[src/rtl/lift_dispatch.sv]
// lift_dispatch
// Call scheduler for the elevator controller. Floor calls are latched into a
// pending-call register. The next target floor is chosen by a SCAN policy:
// keep sweeping in the current direction, reverse only when nothing is left
// ahead. The target goes to the lift FSM over a valid/arrive handshake.
//
// Ports
//   clk        single clock, rising edge
//   rst_n      synchronous active-low reset
//   call_req   multi-hot floor calls (hall and car merged)
//   cur_floor  current floor from the lift FSM (sampled in SELECT only)
//   arrive     one-cycle pulse: lift stopped at tgt_floor
//   tgt_valid  target issued, held until arrive
//   tgt_floor  target floor, stable while tgt_valid
//   dir        sweep direction: 00 idle, 01 up, 10 down
//   served     one-cycle pulse per cleared call
//   pending    pending-call register
//
// state  | meaning
// -------+---------------------------------------------------------------
// IDLE   | no pending calls, dir forced to idle
// SELECT | one-cycle decision: serve the current floor or pick a target
// BUSY   | target issued, waiting for arrive; new calls only latched
module lift_dispatch #(
  parameter int NFLOOR = 4,
  parameter int FW     = 2
) (
  input  logic              clk,
  input  logic              rst_n,
  input  logic [NFLOOR-1:0] call_req,
  input  logic [FW-1:0]     cur_floor,
  input  logic              arrive,
  output logic              tgt_valid,
  output logic [FW-1:0]     tgt_floor,
  output logic [1:0]        dir,
  output logic              served,
  output logic [NFLOOR-1:0] pending
);

  localparam logic [1:0] DIR_IDLE = 2'b00;
  localparam logic [1:0] DIR_UP   = 2'b01;
  localparam logic [1:0] DIR_DN   = 2'b10;

  typedef enum logic [1:0] {
    S_IDLE   = 2'd0,
    S_SELECT = 2'd1,
    S_BUSY   = 2'd2
  } state_t;

  state_t            r_state;
  logic [NFLOOR-1:0] r_pending;
  logic              r_tgt_valid;
  logic [FW-1:0]     r_tgt_floor;
  logic [1:0]        r_dir;
  logic              r_served;

  logic              w_up_found;
  logic [FW-1:0]     w_up_tgt;
  logic              w_dn_found;
  logic [FW-1:0]     w_dn_tgt;
  logic [NFLOOR-1:0] w_cur_oh;
  logic [NFLOOR-1:0] w_tgt_oh;
  logic              w_here;
  logic [FW-1:0]     w_up_dist;
  logic [FW-1:0]     w_dn_dist;
  logic              w_near_up;
  logic [NFLOOR-1:0] w_clear_mask;
  logic [NFLOOR-1:0] w_pending_next;

  // Candidate search around cur_floor. The one-hot decodes are built by
  // comparison so an out-of-range floor code simply matches nothing.
  always_comb begin
    w_up_found = 1'b0;
    w_up_tgt   = '0;
    w_dn_found = 1'b0;
    w_dn_tgt   = '0;
    w_cur_oh   = '0;
    w_tgt_oh   = '0;
    // descending scan: last hit is the lowest floor above cur_floor
    for (int i = NFLOOR - 1; i >= 0; i--) begin
      if (r_pending[i] && (i > int'(cur_floor))) begin
        w_up_found = 1'b1;
        w_up_tgt   = FW'(i);
      end
    end
    // ascending scan: last hit is the highest floor below cur_floor
    for (int i = 0; i < NFLOOR; i++) begin
      if (r_pending[i] && (i < int'(cur_floor))) begin
        w_dn_found = 1'b1;
        w_dn_tgt   = FW'(i);
      end
      if (i == int'(cur_floor))   w_cur_oh[i] = 1'b1;
      if (i == int'(r_tgt_floor)) w_tgt_oh[i] = 1'b1;
    end
    w_here    = |(r_pending & w_cur_oh);
    w_up_dist = w_up_tgt - cur_floor;
    w_dn_dist = cur_floor - w_dn_tgt;
    // nearest-floor choice from rest; equal distance goes up
    w_near_up = w_up_found && (!w_dn_found || (w_up_dist <= w_dn_dist));
  end

  // At most one floor is cleared per cycle; a clear beats a same-cycle call.
  always_comb begin
    w_clear_mask = '0;
    if ((r_state == S_SELECT) && w_here)
      w_clear_mask = w_cur_oh;
    else if ((r_state == S_BUSY) && arrive)
      w_clear_mask = w_tgt_oh;
    w_pending_next = (r_pending | call_req) & ~w_clear_mask;
  end

  always_ff @(posedge clk) begin
    if (!rst_n) begin
      r_state     <= S_IDLE;
      r_pending   <= '0;
      r_tgt_valid <= 1'b0;
      r_tgt_floor <= '0;
      r_dir       <= DIR_IDLE;
      r_served    <= 1'b0;
    end else begin
      r_pending <= w_pending_next;
      r_served  <= 1'b0;
      case (r_state)
        S_IDLE: begin
          r_dir <= DIR_IDLE;
          if (|r_pending) r_state <= S_SELECT;
        end

        S_SELECT: begin
          if (w_here) begin
            r_served <= 1'b1;
            if (!(|w_pending_next)) begin
              r_state <= S_IDLE;
              r_dir   <= DIR_IDLE;
            end
          end else if (!w_up_found && !w_dn_found) begin
            // unreachable while pending is non-zero; recover cleanly anyway
            r_state <= S_IDLE;
            r_dir   <= DIR_IDLE;
          end else begin
            r_tgt_valid <= 1'b1;
            r_state     <= S_BUSY;
            if (r_dir == DIR_UP) begin
              if (w_up_found) begin
                r_tgt_floor <= w_up_tgt;
              end else begin
                r_tgt_floor <= w_dn_tgt;
                r_dir       <= DIR_DN;
              end
            end else if (r_dir == DIR_DN) begin
              if (w_dn_found) begin
                r_tgt_floor <= w_dn_tgt;
              end else begin
                r_tgt_floor <= w_up_tgt;
                r_dir       <= DIR_UP;
              end
            end else begin
              if (w_near_up) begin
                r_tgt_floor <= w_up_tgt;
                r_dir       <= DIR_UP;
              end else begin
                r_tgt_floor <= w_dn_tgt;
                r_dir       <= DIR_DN;
              end
            end
          end
        end

        S_BUSY: begin
          if (arrive) begin
            r_served    <= 1'b1;
            r_tgt_valid <= 1'b0;
            if (|w_pending_next) begin
              r_state <= S_SELECT;
            end else begin
              r_state <= S_IDLE;
              r_dir   <= DIR_IDLE;
            end
          end
        end

        default: begin
          r_state     <= S_IDLE;
          r_tgt_valid <= 1'b0;
          r_dir       <= DIR_IDLE;
        end
      endcase
    end
  end

  assign tgt_valid = r_tgt_valid;
  assign tgt_floor = r_tgt_floor;
  assign dir       = r_dir;
  assign served    = r_served;
  assign pending   = r_pending;

endmodule

[config.mk]
export PLATFORM = sky130hd
export DESIGN_NAME = lift_dispatch
export DESIGN_NICKNAME = d
export VERILOG_FILES = /design/src/rtl/lift_dispatch.sv
export SDC_FILE = /design/constraint.sdc
export NUM_CORES = 1
export LEC_CHECK = 0
export CORE_UTILIZATION = 35
export DETAILED_ROUTE_END_ITERATION = 10
export PLACE_DENSITY_LB_ADDON = 0.2
export SKIP_LAST_GASP = 1
export SLEW_MARGIN = 20
export SYNTH_ARGS = -nofsm -noshare
export SYNTH_HDL_FRONTEND = slang
export SYNTH_SLANG_ARGS = --single-unit
export TNS_END_PERCENT = 50
[constraint.sdc]
create_clock -name clk -period 8.25 [get_ports clk]
set_input_delay 2.475 -clock clk [delete_from_list [all_inputs] [get_ports clk]]
set_output_delay 2.475 -clock clk [all_outputs]
set_load 0.005 [all_outputs]
==> results.toml <==
[finish]
instances_no_fill = 198
nets = 173
regArea_um2 = 240
area_growth_pct = 16.1
multiInputGateArea_um2 = 746
share_of_cells_above_drive_strength_1 = 0.117
diodes = 0
filler_cell_count = 310

[min_path]
worstHoldStart = "r_state[0]"
hold_path_end = "r_state[0]"
hold_path_class = "reg2reg"
min_path_cells = 2

[sta]
max_slew.worst_pin.slew_ps = 710
report.final.setup_viol = 0
slew_headroom = 0.525
fin_tns_setup_ps = 0
final_max_slew_viol_count = 0
layout_min_cycle_time_ps = 5490
final_hold_viol_count = 0
final.hold.worst_slack_ps = 509
maximum_clock_rate_mhz = 182
grt_setup_unrepaired = "false"
clock_skew_ps = 2.81
final.period_utilization = 0.665
fin_ws_ps = 2760

[drt]
detail_route.first_pass.iterations = 6
avgRoutedWirePerCell_um = 13.2
via_per_inst = 5.40
initialDrtViolationCount = 46
postRouteAntennaNets = 0
detailroute.via_count = 1069
drc = 0
final_routed_wirelength_mm = 2.61

[cts]
cts_root_buffer = "clkbuf_4"
htree_num_levels = 1
cts.clk_slew.worst_paths_ps = 70
cts_tree = "done"
clock-sinks = 12
clk_latency_ps = 270
clk_buf_depth = 2
cts_buffers = 3
post_cts_resize_count = 0
number_of_buffers_inserted_by_hold_repair_at_cts = 0
post-cts-setup-buffer-count = 0

[global_routing]
grt_pass1_vias = 1022
globalRouteTotalUtil = 0.162
initial_antenna_violation_count = 0
globalRoute.totalOverflow = 0
grt_pass1_wl_mm = 4.31
pin_count_of_the_biggest_net_entering_global_routing = 21

[worst_setup_path]
critPathTopFamily = "compound AO/OA/AOI/OAI gates"
regToRegEndpoint = "tgt_floor[1]"
critical_path_class = "in2reg"
reg2reg_setup_slack_ps = 5400
worst_path_most_repeated_cell = "a21oi_1"
critical_path.max_fanout = 20
critical_path_cell_list = "clkdlybuf4s50_1, mux2i_2, nor2_1, a21oi_1, ha_1, xnor2_1, ha_1, a21oi_1, a21oi_1, o21ai_0, a221o_1, o21ai_0, o31ai_1"
worst-endpoint-arrival_ps = 5640
path_buf_inv = 1
slowest_delay_ps = 930
startpoint_type = "input pin"
cpMaxStageDelayCell = "clkdlybuf4s50_1"
setup.worst_path.end_class = "flip-flop"
worst_r2r_startpoint = "pending[2]"
rr_worst_depth = 11
worst_ep_required_time_ps = 8400

[synthesis]
asyncSetResetFlopFracSynth = 0
synth.cells.most_frequent = "a21oi_1 (13), inv_1 (13), nand2_1 (13)"
syn-mean-instance-area_um2 = 7.90
post_syn_nets = 158
synthesis.instances = 141
ys.flop_type = "dfxtp_1"
synth-edff-count = 0
ys_top_cells_by_area = "dfxtp_1 (22%), ha_1 (9.0%), a21oi_1 (5.8%), nor3_1 (4.5%), inv_1 (4.4%)"
synth_largest_area_cell = "dfxtp_1"
synth_cell_types = 45
synth-seq-cells = 12
synth_seq_area_share = 0.216
yosys_warnings = 0
synth_largest_type_area_fraction = 0.216
synthesized_cell_area_um2 = 1110

[placement]
finalWeightedCongestion = 0.810
place.detailed.instances = 195
port_buffers = 18
placement.setup.worst_slack_ps = 2520
dp_hpwl_mm = 1.92

[power]
power.sequential.fraction = 0.356
cellLeakagePower_uw = 0.000485
power.density_cell_area_nw_per_um2 = 175
p_sw_frac = 0.397
p_int_uw = 137
power.total_uw = 227
p_comb_frac = 0.493
share_clk_of_total_power = 0.151
total_switching_power_uw = 90.0
max-vdd-ir-drop_uv = 58.6

[floorplanning]
row_count = 20
io-pin-count = 19
initial_utilization = 0.368
die_h_um = 58.4
die_area_um2 = 3410
floorplan.core_area_um2 = 3030
horizontal_die_dimension_um = 58.4

[status]
outcome = "finished clean"

[job]
cap_viol_max_count = 0
## worst max-delay path by stage
stage / slack [ps] / endpoint / cells past startpoint / startpoint
after floorplan: 3620 / tgt_floor[1] / 13 / cur_floor[1]
after global placement: 2600 / tgt_floor[1] / 13 / cur_floor[1]
after detailed placement: 2520 / tgt_floor[1] / 13 / cur_floor[1]
after CTS: 2820 / tgt_floor[1] / 13 / cur_floor[1]
after global routing: 2520 / tgt_floor[1] / 13 / cur_floor[1]
final: 2760 / tgt_floor[1] / 13 / cur_floor[1]
## logic make-up after synthesis
kind of cell               Yosys count  synth area share
AOI/OAI and AO/OA                   49             0.316
xor gates and xnor gates             2            0.0157
adders and majority gates            8            0.0899
buffers and inverters               21             0.115
DFF                                 12             0.216
muxes                                2            0.0326
and+or+nand+nor                     47             0.216
## registers in the layout, indices dropped and copies added (netlist names)
name and count:
served 1, pending 4, dir 2, tgt_floor 2, r_state 2, tgt_valid 1
## per-layer routing
| layer | up-vias | share of wire | track usage |
|---|---|---|---|
| met4 | 0 | 0.0027 | 0.0408 |
| met1 | 501 | 0.47 | 0.194 |
| met5 | - | 0 | 0 |
| met2 | 30 | 0.48 | 0.284 |
| met3 | 2 | 0.044 | 0.0484 |
| li1 | 536 | - | - |
## cell type report
type                            count  area share
Clock buffer                        3      0.0174
Inverter                           13      0.0378
Multi-Input combinational cell    108       0.577
Sequential cell                    12       0.186
Tap cell                           44      0.0426
Timing Repair Buffer               18       0.139
## worst reg2reg max path, cell delays in order, from the launching register on
cell and delay [ps]:
dfxtp_1 630, nand2_1 180, and3_2 270, ha_1 200, xor2_1 160, ha_1 300
a21oi_1 60, a21oi_1 180, o21ai_0 100, a221o_1 400, o21ai_0 170, o31ai_1 80
## power groups by stage
stage	combinational, uW	sequential, uW	clock [uW]
detailed placement	111	81.6	0
global placement	109	81.5	0
floorplan	86.7	75.8	0
finish	112	80.6	34.3
global route	124	82.1	40.0
CTS	111	80.5	36.1
## layout by cell type, fill, tap and decap left out, drive strengths merged, types with 2 or more instances in the layout
master / Yosys / layout
nor3: 10 / 10
a31oi: 6 / 6
clkbuf: 4 / 3
nand2: 13 / 13
dfxtp: 12 / 12
o21ai: 7 / 7
o22ai: 5 / 5
clkdlybuf4s50: 0 / 18
or2b: 2 / 2
ha: 8 / 8
and2: 5 / 5
mux2i: 2 / 2
nor2: 10 / 10
inv: 13 / 13
o21a: 2 / 2
o22a: 2 / 2
a32o: 2 / 2
a21oi: 13 / 13
## through the flow
step | area [um^2] | util
final | 1290 | 0.427
after global routing | 1290 | 0.427
after CTS | 1290 | 0.427
after detailed placement | 1270 | 0.419
after global placement | 1270 | 0.419
after floorplan | 1110 | -
Power figures use the tool's default switching activity.
